==> config.mk <==
export PLATFORM = sky130hd
export DESIGN_NAME = spc700_muldiv
export DESIGN_NICKNAME = d
export VERILOG_FILES = /design/src/rtl/spc700_muldiv.sv
export SDC_FILE = /design/constraint.sdc
export NUM_CORES = 1
export LEC_CHECK = 0
export CORE_MARGIN = 2
export CORE_UTILIZATION = 40
export CTS_BUF_LIST = sky130_fd_sc_hd__clkbuf_8
export CTS_CLUSTER_DIAMETER = 30
export DETAILED_ROUTE_END_ITERATION = 12
export HOLD_SLACK_MARGIN = 0.06
export SLEW_MARGIN = 10
export SYNTH_ARGS = -nofsm -noshare
export SYNTH_HDL_FRONTEND = slang
export SYNTH_SLANG_ARGS = --single-unit
==> constraint.sdc <==
create_clock -name CLK -period 2.3 [get_ports CLK]
set_input_delay 0.46 -clock CLK [delete_from_list [all_inputs] [get_ports CLK]]
set_output_delay 0.46 -clock CLK [all_outputs]
set_load 0.005 [all_outputs]
==> src/rtl/spc700_muldiv.sv <==
// SPC700 MUL/DIV unit: 8-step shift-add multiply and 9-step hardware-accurate divide.
// Define SPC700_MULDIV_FASTMUL_EN to compute MUL in a single cycle (DIV unchanged).
//
// state | meaning
// IDLE  | waiting for START, results held
// MUL   | multiply iterations in progress
// DIV   | divide iterations in progress
// FIN   | publish results, DONE on the next enabled edge, may accept START
module spc700_muldiv (
  input  logic       CLK,
  input  logic       RST,
  input  logic       EN,
  input  logic       START,
  input  logic       OP,
  input  logic [7:0] A_IN,
  input  logic [7:0] Y_IN,
  input  logic [7:0] X_IN,
  output logic       BUSY,
  output logic       DONE,
  output logic [7:0] A_OUT,
  output logic [7:0] Y_OUT,
  output logic       NO,
  output logic       ZO,
  output logic       VO,
  output logic       HO
);

  typedef enum logic [1:0] {
    S_IDLE = 2'd0,
    S_MUL  = 2'd1,
    S_DIV  = 2'd2,
    S_FIN  = 2'd3
  } state_t;

  state_t      state_q;
  logic [3:0]  cnt_q;
  logic        op_q;
  logic        h_pend_q;
  logic [7:0]  mplier_q;
  logic [15:0] mcand_q;
  logic [15:0] acc_q;
  logic [16:0] yva_q;
  logic [16:0] xs_q;

  logic        busy_q;
  logic        done_q;
  logic [7:0]  a_out_q;
  logic [7:0]  y_out_q;
  logic        n_q;
  logic        z_q;
  logic        v_q;
  logic        h_q;

  logic        accept;
  logic [16:0] rot;
  logic [16:0] rot_x;
  logic [16:0] yva_d;
  logic [15:0] acc_d;

  logic [7:0]  res_a;
  logic [7:0]  res_y;
  logic        res_n;
  logic        res_z;
  logic        res_v;
  logic        res_h;

  // One divide step: 17-bit rotate, conditional quotient-bit flip, conditional subtract.
  always_comb begin
    rot   = {yva_q[15:0], yva_q[16]};
    rot_x = rot;
    if (rot >= xs_q) begin
      rot_x[0] = ~rot[0];
    end
    yva_d = rot_x[0] ? (rot_x - xs_q) : rot_x;
`ifdef SPC700_MULDIV_FASTMUL_EN
    acc_d = {8'h00, mcand_q[7:0]} * {8'h00, mplier_q};
`else
    acc_d = acc_q + (mplier_q[0] ? mcand_q : 16'h0000);
`endif
  end

  always_comb begin
    res_a = acc_q[7:0];
    res_y = acc_q[15:8];
    res_n = acc_q[15];
    res_z = (acc_q[15:8] == 8'h00);
    res_v = 1'b0;
    res_h = 1'b0;
    if (op_q) begin
      res_a = yva_q[7:0];
      res_y = yva_q[16:9];
      res_v = yva_q[8];
      res_h = h_pend_q;
      res_n = yva_q[7];
      res_z = (yva_q[7:0] == 8'h00);
    end
  end

  // FIN accepts START like IDLE so consecutive operations run without a gap.
  assign accept = START && ((state_q == S_IDLE) || (state_q == S_FIN));

  always_ff @(posedge CLK) begin
    if (RST) begin
      state_q  <= S_IDLE;
      cnt_q    <= 4'd0;
      op_q     <= 1'b0;
      h_pend_q <= 1'b0;
      mplier_q <= 8'h00;
      mcand_q  <= 16'h0000;
      acc_q    <= 16'h0000;
      yva_q    <= 17'h00000;
      xs_q     <= 17'h00000;
      busy_q   <= 1'b0;
      done_q   <= 1'b0;
      a_out_q  <= 8'h00;
      y_out_q  <= 8'h00;
      n_q      <= 1'b0;
      z_q      <= 1'b1;
      v_q      <= 1'b0;
      h_q      <= 1'b0;
    end else if (EN) begin
      done_q <= 1'b0;
      case (state_q)
        S_IDLE: begin
          state_q <= S_IDLE;
        end
        S_MUL: begin
`ifdef SPC700_MULDIV_FASTMUL_EN
          acc_q   <= acc_d;
          state_q <= S_FIN;
          busy_q  <= 1'b0;
`else
          acc_q    <= acc_d;
          mcand_q  <= {mcand_q[14:0], 1'b0};
          mplier_q <= {1'b0, mplier_q[7:1]};
          cnt_q    <= cnt_q + 4'd1;
          if (cnt_q == 4'd7) begin
            state_q <= S_FIN;
            busy_q  <= 1'b0;
          end
`endif
        end
        S_DIV: begin
          yva_q <= yva_d;
          cnt_q <= cnt_q + 4'd1;
          if (cnt_q == 4'd8) begin
            state_q <= S_FIN;
            busy_q  <= 1'b0;
          end
        end
        S_FIN: begin
          done_q  <= 1'b1;
          a_out_q <= res_a;
          y_out_q <= res_y;
          n_q     <= res_n;
          z_q     <= res_z;
          v_q     <= res_v;
          h_q     <= res_h;
          state_q <= S_IDLE;
        end
        default: begin
          state_q <= S_IDLE;
          busy_q  <= 1'b0;
        end
      endcase

      if (accept) begin
        op_q     <= OP;
        cnt_q    <= 4'd0;
        mplier_q <= A_IN;
        mcand_q  <= {8'h00, Y_IN};
        acc_q    <= 16'h0000;
        yva_q    <= {1'b0, Y_IN, A_IN};
        xs_q     <= {X_IN, 9'h000};
        h_pend_q <= (Y_IN[3:0] >= X_IN[3:0]);
        state_q  <= OP ? S_DIV : S_MUL;
        busy_q   <= 1'b1;
      end
    end
  end

  assign BUSY  = busy_q;
  assign DONE  = done_q;
  assign A_OUT = a_out_q;
  assign Y_OUT = y_out_q;
  assign NO    = n_q;
  assign ZO    = z_q;
  assign VO    = v_q;
  assign HO    = h_q;

endmodule

# After elaboration in Yosys (flattened, before gate mapping)
# Cells that the tools add are included.
[op_classes]
n_bitwise = 1
reduce_logical = 18
eq_ne = 7
addsub = 3
order_cmp = 2
n_mux = 29
[op_table]
columns = ["op", "n"]
rows = [
  ["$mux W16", 5],
  ["$mux W17", 3],
  ["$mux W8", 4],
  ["$ge A17 B17 Y1", 1],
  ["$sub A17 B17 Y17", 1],
  ["$add A16 B16 Y16", 1],
  ["$logic_not A8 Y1", 2],
  ["$reduce_and A2 Y1", 5],
  ["$mux W1", 9],
  ["$mux W2", 4],
  ["$mux W4", 2],
  ["$ne A3 B3 Y1 const B", 2],
  ["$pmux W2 S3", 1],
  ["$reduce_bool A2 Y1", 3],
  ["$add A4 B1 Y4 const B", 1],
  ["$eq A2 B2 Y1 const B", 2],
  ["$eq A4 B3 Y1 const B", 1],
  ["$eq A4 B4 Y1 const B", 1],
  ["$ge A4 B4 Y1", 1],
  ["$reduce_and A4 Y1", 1],
  ["$reduce_or A2 Y1", 2],
  ["$reduce_and A3 Y1", 1],
  ["$reduce_bool A3 Y1", 1],
  ["$eq A2 B1 Y1 const B", 1],
  ["other kinds (5)", 5],
]
[word_totals]
input_bits = 29
out_inout_bits = 22
ff_bits = 95
elab_cells = 77

# Depth between registers and ports, before layout
# Gate-level depths: netlist (run 1).
[logic_depth]
word_depth = 6
mapped_depth = 11
mapped_depth_nobuf = 10

# Worst setup path before layout (run 1)
# Ideal clock, no wire load.
[synth_path]
kind = "register to register"
startpoint = "register mplier_q[0]"
endpoint = "register acc_q[15]"
setup_ns = 0.091
synth_period_minus_slack_ns = 2.264
path_stages_with_launch = 11
n_path_buf = 1
arrival_ns = 2.173
path_slack_ns = 0.036
t_required_ns = 2.209
cell_sequence = "dfxtp_1 > clkbuf_1 > nand2_1 > inv_1 > ha_1 > a211oi_1 > o211ai_1 > nand2_1 > o21ai_1 > or3b_1 > a311oi_1"
[synth_between]
elab_chain_cells = 4
[synth_lines]
columns = ["element", "line", "rtl"]
rows = [
  ["start: declaration", "39", "logic [7:0] mplier_q;"],
  ["start signal: assignment", "135", "mplier_q <= {1'b0, mplier_q[7:1]};"],
  ["$mux W16", "78", "acc_d = acc_q + (mplier_q[0] ? mcand_q : 16'h0000);"],
  ["$add A16 B16 Y16", "78", ""],
  ["$mux W16", "123", "case (state_q)"],
  ["$mux W16", "167", "if (accept) begin"],
  ["end signal: assignment", "110", "acc_q <= 16'h0000;"],
  ["end signal: assignment", "133", "acc_q <= acc_d;"],
  ["end signal: assignment", "172", "acc_q <= 16'h0000;"],
  ["end: declaration", "41", "logic [15:0] acc_q;"],
]
# No other way between the ends. The select of a mux whose other input is x is not followed.
# A chain may end at the register's enable or synchronous reset.

# Worst setup path after layout (run 1)
# Same ends and word-level chain as after synthesis.

==> results of run 1 <==
-- per-layer routing --
metal  vias up  global-route usage [%]
li1       2528                       -
met1      2445                    27.7
met2       117                    34.9
met3        20                    3.42
met4         0                    8.09
met5         -                       0
-- worst min-delay path, cell delays in order (launching register included) --
cell     delay [ps]
dfxtp_1         320
nand2_1          50
a21oi_1          50
-- layout make-up --
class,count,area (sq um),area share [%]
clock inverter,6,46.3,0.710
tap,176,220,3.38
sequential,95,1910,29.3
clock buffer,9,124,1.90
timing repair buffer,86,820,12.6
multi-input combinational,501,3290,50.4
inverter,30,113,1.73
-- cells by family (layout without fill, tap and decap cells) --
group                      count (synthesis)  count (layout)
and+or+nand+nor                          234             234
buffers and inverters                     74             131
xor gates and xnor gates                  10              10
DFF                                       95              95
adders and majority gates                 34              34
AOI/OAI and AO/OA                        202             202
muxes                                     21              21
-- through the flow --
stage	instance area (sq um)	hold slack [ps]	std cells	utilization, %	total power (uW)
final	6520	458	903	49.4	5740
after global routing	6520	480	903	49.4	6100
after CTS	6420	468	903	48.7	5710
after detailed placement	6230	454	888	47.3	4660
after global placement	6230	443	888	47.3	4570
after floorplan	5380	436	670	-	3880
-- registers in the layout, indices dropped and copies added (netlist names), 2 cells and up --
| signal | cells |
|---|---|
| A_OUT | 8 |
| Y_OUT | 8 |
| acc_q | 16 |
| cnt_q | 4 |
| mcand_q | 16 |
| mplier_q | 8 |
| state_q | 2 |
| xs_q | 8 |
| yva_q | 17 |
-- path summary, 6_finish.rpt --
check,startpoint,end,slack [ps]
hold / removal,VO,VO,460
hold reg to reg,VO,VO,460
setup / recovery,mplier_q[0],acc_q[15],110
setup reg to reg,mplier_q[0],acc_q[15],110
-- power by group --
part	leakage [uW]	switching [uW]	internal [uW]
Sequential	0.000774	207	1870
Combinational	0.00154	1470	1170
Clock	0.0000817	635	393
Total	0.00240	2310	3430
-- synthesized netlist by cell type (all sizes together), types with 5 or more instances --
cell / number
xnor2: 7
and2: 18
nand3b: 11
a311oi: 16
nor2: 66
a211oi: 20
mux2i: 20
dfxtp: 95
a21o: 9
buf: 11
o211ai: 6
o21a: 5
a21oi: 54
o21ai: 40
a31oi: 8
inv: 30
nand2: 66
nand2b: 9
ha: 32
a22oi: 18
nor3: 15
nor4: 6
clkbuf: 33
nand3: 26
o31ai: 6
-- timing repair --
item,in CTS,in global routing
setup buffers,0,0
pin swaps,1,8
hold buffers,0,0
setup endpoints to repair,4,15
resized for setup,3,24
==> flow_metrics.env, run 1 <==
export IMPL_cp_slowest_stage_delay_ps=380
export IMPL_start_util_pct=40.8
export IMPL_synth_ff_type="dfxtp_1"
export IMPL_whs_path_depth=2
export IMPL_ir_drop_mv=0.419
export IMPL_dieArea_sq_um=14400
export IMPL_synthXorXnorAreaFrac_pct=1.63
export IMPL_syn_area_sq_um=5380
export IMPL_wl_per_cell_um=16.6
export IMPL_path_max_fanout=13
export IMPL_rows=42
export IMPL_avgSynthCellArea_sq_um=8.03
export IMPL_grt_antenna_before_repair=0
export IMPL_drtIter0Drc=332
export IMPL_cts_tree="yes"
export IMPL_vias=5110
export IMPL_fp_coreArea_sq_um=13200
export IMPL_synth_edf_count=0
export IMPL_final_cell_mix="dfxtp_1, nand2_1, nor2_1, a21oi_1, clkdlybuf4s50_1"
export IMPL_crit_path_top_delay_cell="or3b_1"
export IMPL_synth_warning_count=0
export IMPL_ys_types=60
export IMPL_antennaDiodeCount=0
export IMPL_hp_class="flip-flop to flip-flop"
export IMPL_leakagePower_uw=0.00240
export IMPL_ys_seq_area_share_pct=35.4
export IMPL_crit_type="flip-flop to flip-flop"
export IMPL_synth_seq_cells=95
export IMPL_clock_sinks=95
export IMPL_worst_r2r_cell_count=7
export IMPL_syn_to_final_growth_pct=21.2
export IMPL_synth_top_area_share_pct=35.4
export IMPL_fmax_mhz=457
export IMPL_cp_start_kind="flip-flop"
export IMPL_slew_viol_final=0
export IMPL_setup_viol=0
export IMPL_setup_ws_ps=112
export IMPL_fin_tns_setup_ps=0
export IMPL_routed_wl_met3_um=598
export IMPL_finalCriticalPeriod_ps=2190
export IMPL_drt_wl_total_um=15000
export IMPL_cp_depth=7
export IMPL_ys_top_cells_by_area="dfxtp_1, ha_1, a21oi_1, nand2_1, nor2_1"
export IMPL_topRoutingLayerUsed="met4"
export IMPL_ctsLongestPathBuffers=2
export IMPL_numCtsBuffers=9
export IMPL_final_common_cell="dfxtp_1"
export IMPL_outcome="finished clean"
export IMPL_synthesis_instances=670
export IMPL_n_fill_cell=1286
export IMPL_hold_viol=0
export IMPL_die_height_um=120
export IMPL_cp_num_buf_inv=1
export IMPL_p_per_area_nw_per_um2=880
export IMPL_fin_nets=786
export IMPL_viasPerCell=5.66
export IMPL_syn_num_nets=733
export IMPL_wl_met1_um=7080
export IMPL_gp_congestion=0.847
export IMPL_period_share_pct=95.2
export IMPL_synthSimpleGateAreaFrac_pct=20.7
export IMPL_fin_skew_ps=14.1
export IMPL_maxCapViolations=0
export IMPL_grt_use_total_pct=21.2
export IMPL_rsz0062_at_grt="yes"
export IMPL_crit_family="compound AO/OA/AOI/OAI gates"
export IMPL_cp_data_arrival_time_ps=2490
export IMPL_path_clk_slew_ps=100
export IMPL_synth_compound_area_share_pct=24.7
export IMPL_synth_mux_area_share_pct=4.00
export IMPL_grt_max_degree=84
export IMPL_fp_dieW_um=120
export IMPL_dr_wl_met2_um=7060
export IMPL_async_flop_share_pct=0
export IMPL_grt_pass1_vias=4902
export IMPL_drive_gt1_share_pct=10.7
export IMPL_ant_nets=0
export IMPL_clk_latency_ps=380
export IMPL_endpoint_kind="flip-flop"
export IMPL_portBuffers=50
export IMPL_grt_pass1_wl_um=24400
export IMPL_firstDrtPassIters=5
export IMPL_synthAdderAreaFrac_pct=8.19
export IMPL_worst_pin_slew_ps=572
export IMPL_path_cells="buf_6 -> and2_1 -> ha_1 -> a21o_1 -> a211oi_1 -> or3b_1 -> a311oi_1"
export IMPL_synth_area_leader_cell="dfxtp_1"
export IMPL_max_slew_margin_rel_pct=61.5
export IMPL_synth_top_family_by_area="compound AO/OA/AOI/OAI gates"
export IMPL_cts_htree_levels=3
export IMPL_drc_errors=0
export IMPL_pin_count=51
export IMPL_required_ps=2600
export IMPL_gr_total_overflow=0
export IMPL_root_buffer="clkbuf_8"
export IMPL_hpwl_um=11000
export IMPL_pre_cts_ws_ps=-41.4
Note: power is estimated with default switching activity, not from simulation.
==> run 2: changes to the inputs <==
Settings changed: CELL_PAD_IN_SITES_DETAIL_PLACEMENT from default to 0, CELL_PAD_IN_SITES_GLOBAL_PLACEMENT from default to 1, CTS_CLUSTER_SIZE from default to 30, PLACE_DENSITY_LB_ADDON from default to 0.1.
==> run 2 against run 1 <==
- clock skew about the same
- non-clock buffer count up 10
- count of clock-buffer cells in the layout unchanged
- sequential share of layout area down 0.51 points
- maximum frequency down 1.9%
- sequential power barely moved
- global-route usage up 0.49 points
==> flow_metrics.env, run 2 (synthesis gave the netlist of run 1 again) <==
export IMPL_setup_viol=0
export IMPL_numCtsBuffers=9
export IMPL_grt_antenna_before_repair=0
export IMPL_fin_nets=796
export IMPL_topRoutingLayerUsed="met4"
export IMPL_swShare_pct=40.1
export IMPL_routed_wl_met3_um=512
export IMPL_dieArea_sq_um=14400
export IMPL_top_register="yva_q"
export IMPL_clock_sinks=95
export IMPL_grt_pass1_wl_um=24700
export IMPL_pwr_share_comb_pct=46.6
export IMPL_cp_slowest_stage_delay_ps=380
export IMPL_gr_total_overflow=0
export IMPL_path_cells="and2_4 -> ha_2 -> inv_2 -> fa_2 -> nand2b_4 -> a21oi_1 -> o21ai_1 -> o21ai_1 -> buf_4 -> a21oi_1 -> o211ai_1"
export IMPL_outcome="finished clean"
export IMPL_start_util_pct=40.8
export IMPL_portBuffers=50
export IMPL_grt_use_total_pct=21.7
export IMPL_hpwl_um=11600
export IMPL_fin_tns_setup_ps=0
export IMPL_p_switching_uw=2310
export IMPL_p_per_area_nw_per_um2=870
export IMPL_cts_htree_levels=3
export IMPL_drt_wl_total_um=15500
export IMPL_pin_count=51
export IMPL_fin_skew_ps=14.4
export IMPL_drc_errors=0
export IMPL_period_share_pct=97.0
export IMPL_endpoint_kind="flip-flop"
export IMPL_ctsLongestPathBuffers=2
export IMPL_fp_dieW_um=120
export IMPL_max_slew_margin_rel_pct=67.6
export IMPL_total_power_uw=5760
export IMPL_clk_latency_ps=380
export IMPL_grt_pass1_vias=4828
export IMPL_ant_nets=0
export IMPL_seq_area_sq_um=1910
export IMPL_leakagePower_uw=0.00244
export IMPL_internal_power_uw=3450
export IMPL_reg_top3="yva_q x17, acc_q x16, mcand_q x16"
export IMPL_viasPerCell=5.55
export IMPL_worst_pin_slew_ps=481
export IMPL_crit_type="flip-flop to flip-flop"
export IMPL_dr_wl_met2_um=7160
export IMPL_ir_drop_mv=0.512
export IMPL_cp_depth=11
export IMPL_cp_num_buf_inv=2
export IMPL_syn_to_final_growth_pct=23.2
export IMPL_crit_path_top_delay_cell="dfxtp_4"
export IMPL_drtIter0Drc=228
export IMPL_hold_viol=0
export IMPL_cts_tree="yes"
export IMPL_required_ps=2600
export IMPL_final_common_cell="dfxtp_1"
export IMPL_wl_met1_um=7540
export IMPL_antennaDiodeCount=0
export IMPL_hp_class="flip-flop to flip-flop"
export IMPL_worst_r2r_cell_count=11
export IMPL_maxCapViolations=0
export IMPL_cp_start_kind="flip-flop"
export IMPL_p_seq_share_pct=35.8
export IMPL_rows=42
export IMPL_pwr_share_clk_pct=17.6
export IMPL_firstDrtPassIters=4
export IMPL_n_fill_cell=1299
export IMPL_wl_per_cell_um=17.0
export IMPL_finalCriticalPeriod_ps=2230
export IMPL_fp_coreArea_sq_um=13200
export IMPL_cp_data_arrival_time_ps=2530
export IMPL_slew_viol_final=0
export IMPL_final_cell_mix="dfxtp_1, nand2_1, nor2_1, a21oi_1, clkdlybuf4s50_1"
export IMPL_drive_gt1_share_pct=13.0
export IMPL_path_max_fanout=6
export IMPL_gp_congestion=0.887
export IMPL_vias=5070
export IMPL_die_height_um=120
export IMPL_multiInputGateArea_sq_um=3360
export IMPL_path_clk_slew_ps=100
export IMPL_whs_path_depth=2
export IMPL_fmax_mhz=448
export IMPL_largest_register_ffs=17
export IMPL_root_buffer="clkbuf_8"
export IMPL_grt_max_degree=35
export IMPL_crit_family="compound AO/OA/AOI/OAI gates"
-- run 2: metrics by stage --
stage | util [%] | setup WS (ps) | cell area [sq um] | hold slack, ps | instances
after global placement | 47.6 | 64.3 | 6270 | 446 | 896
after CTS | 48.9 | 17.3 | 6450 | 462 | 911
after floorplan | - | 35.9 | 5380 | 436 | 670
final | 50.2 | 68.6 | 6620 | 462 | 913
after detailed placement | 47.6 | 14.2 | 6270 | 449 | 896
after global routing | 50.2 | -36.5 | 6620 | 481 | 913
-- run 2: layer usage --
layer	vias up	GRT usage, %
met3	22	3.04
met4	0	7.21
met1	2395	29.7
met2	102	34.9
li1	2551	-
met5	-	0
-- run 2: repair_timing --
| item | in CTS | in global routing |
|---|---|---|
| buffers inserted | 0 | 2 |
| setup endpoints to repair | 4 | 8 |
| pin swaps | 0 | 12 |
| resized for setup | 3 | 30 |
| hold buffers | 0 | 0 |
-- run 2: worst paths after layout --
| path | from | slack, ps | endpoint |
|---|---|---|---|
| max | mplier_q[0] | 70 | acc_q[10] |
| min | xs_q[10] | 460 | xs_q[10] |
| max reg2reg | mplier_q[0] | 70 | acc_q[10] |
| min reg2reg | xs_q[10] | 460 | xs_q[10] |
-- run 2: tightest hold or removal path: stages (launching register included) --
cell and delay, ps:
dfxtp_1 320, nand2_1 50, a21oi_1 50
-- run 2: power by group through the flow --
stage / clock network, uW / logic [uW] / registers [uW]
finish: 1010 / 2680 / 2060
global route: 1100 / 2950 / 2090
CTS: 1040 / 2620 / 2060
detailed placement: 0 / 2600 / 2100
global placement: 0 / 2560 / 2100
floorplan: 0 / 1850 / 2030
-- run 2: area by class of cell --
type | instances | area share [%]
clock buffers | 9 | 1.87
clock inverters | 6 | 0.586
inverters | 30 | 1.70
multi-input cells | 501 | 50.7
flip-flops and latches | 95 | 28.8
well taps | 176 | 3.33
repair buffers | 96 | 13.1
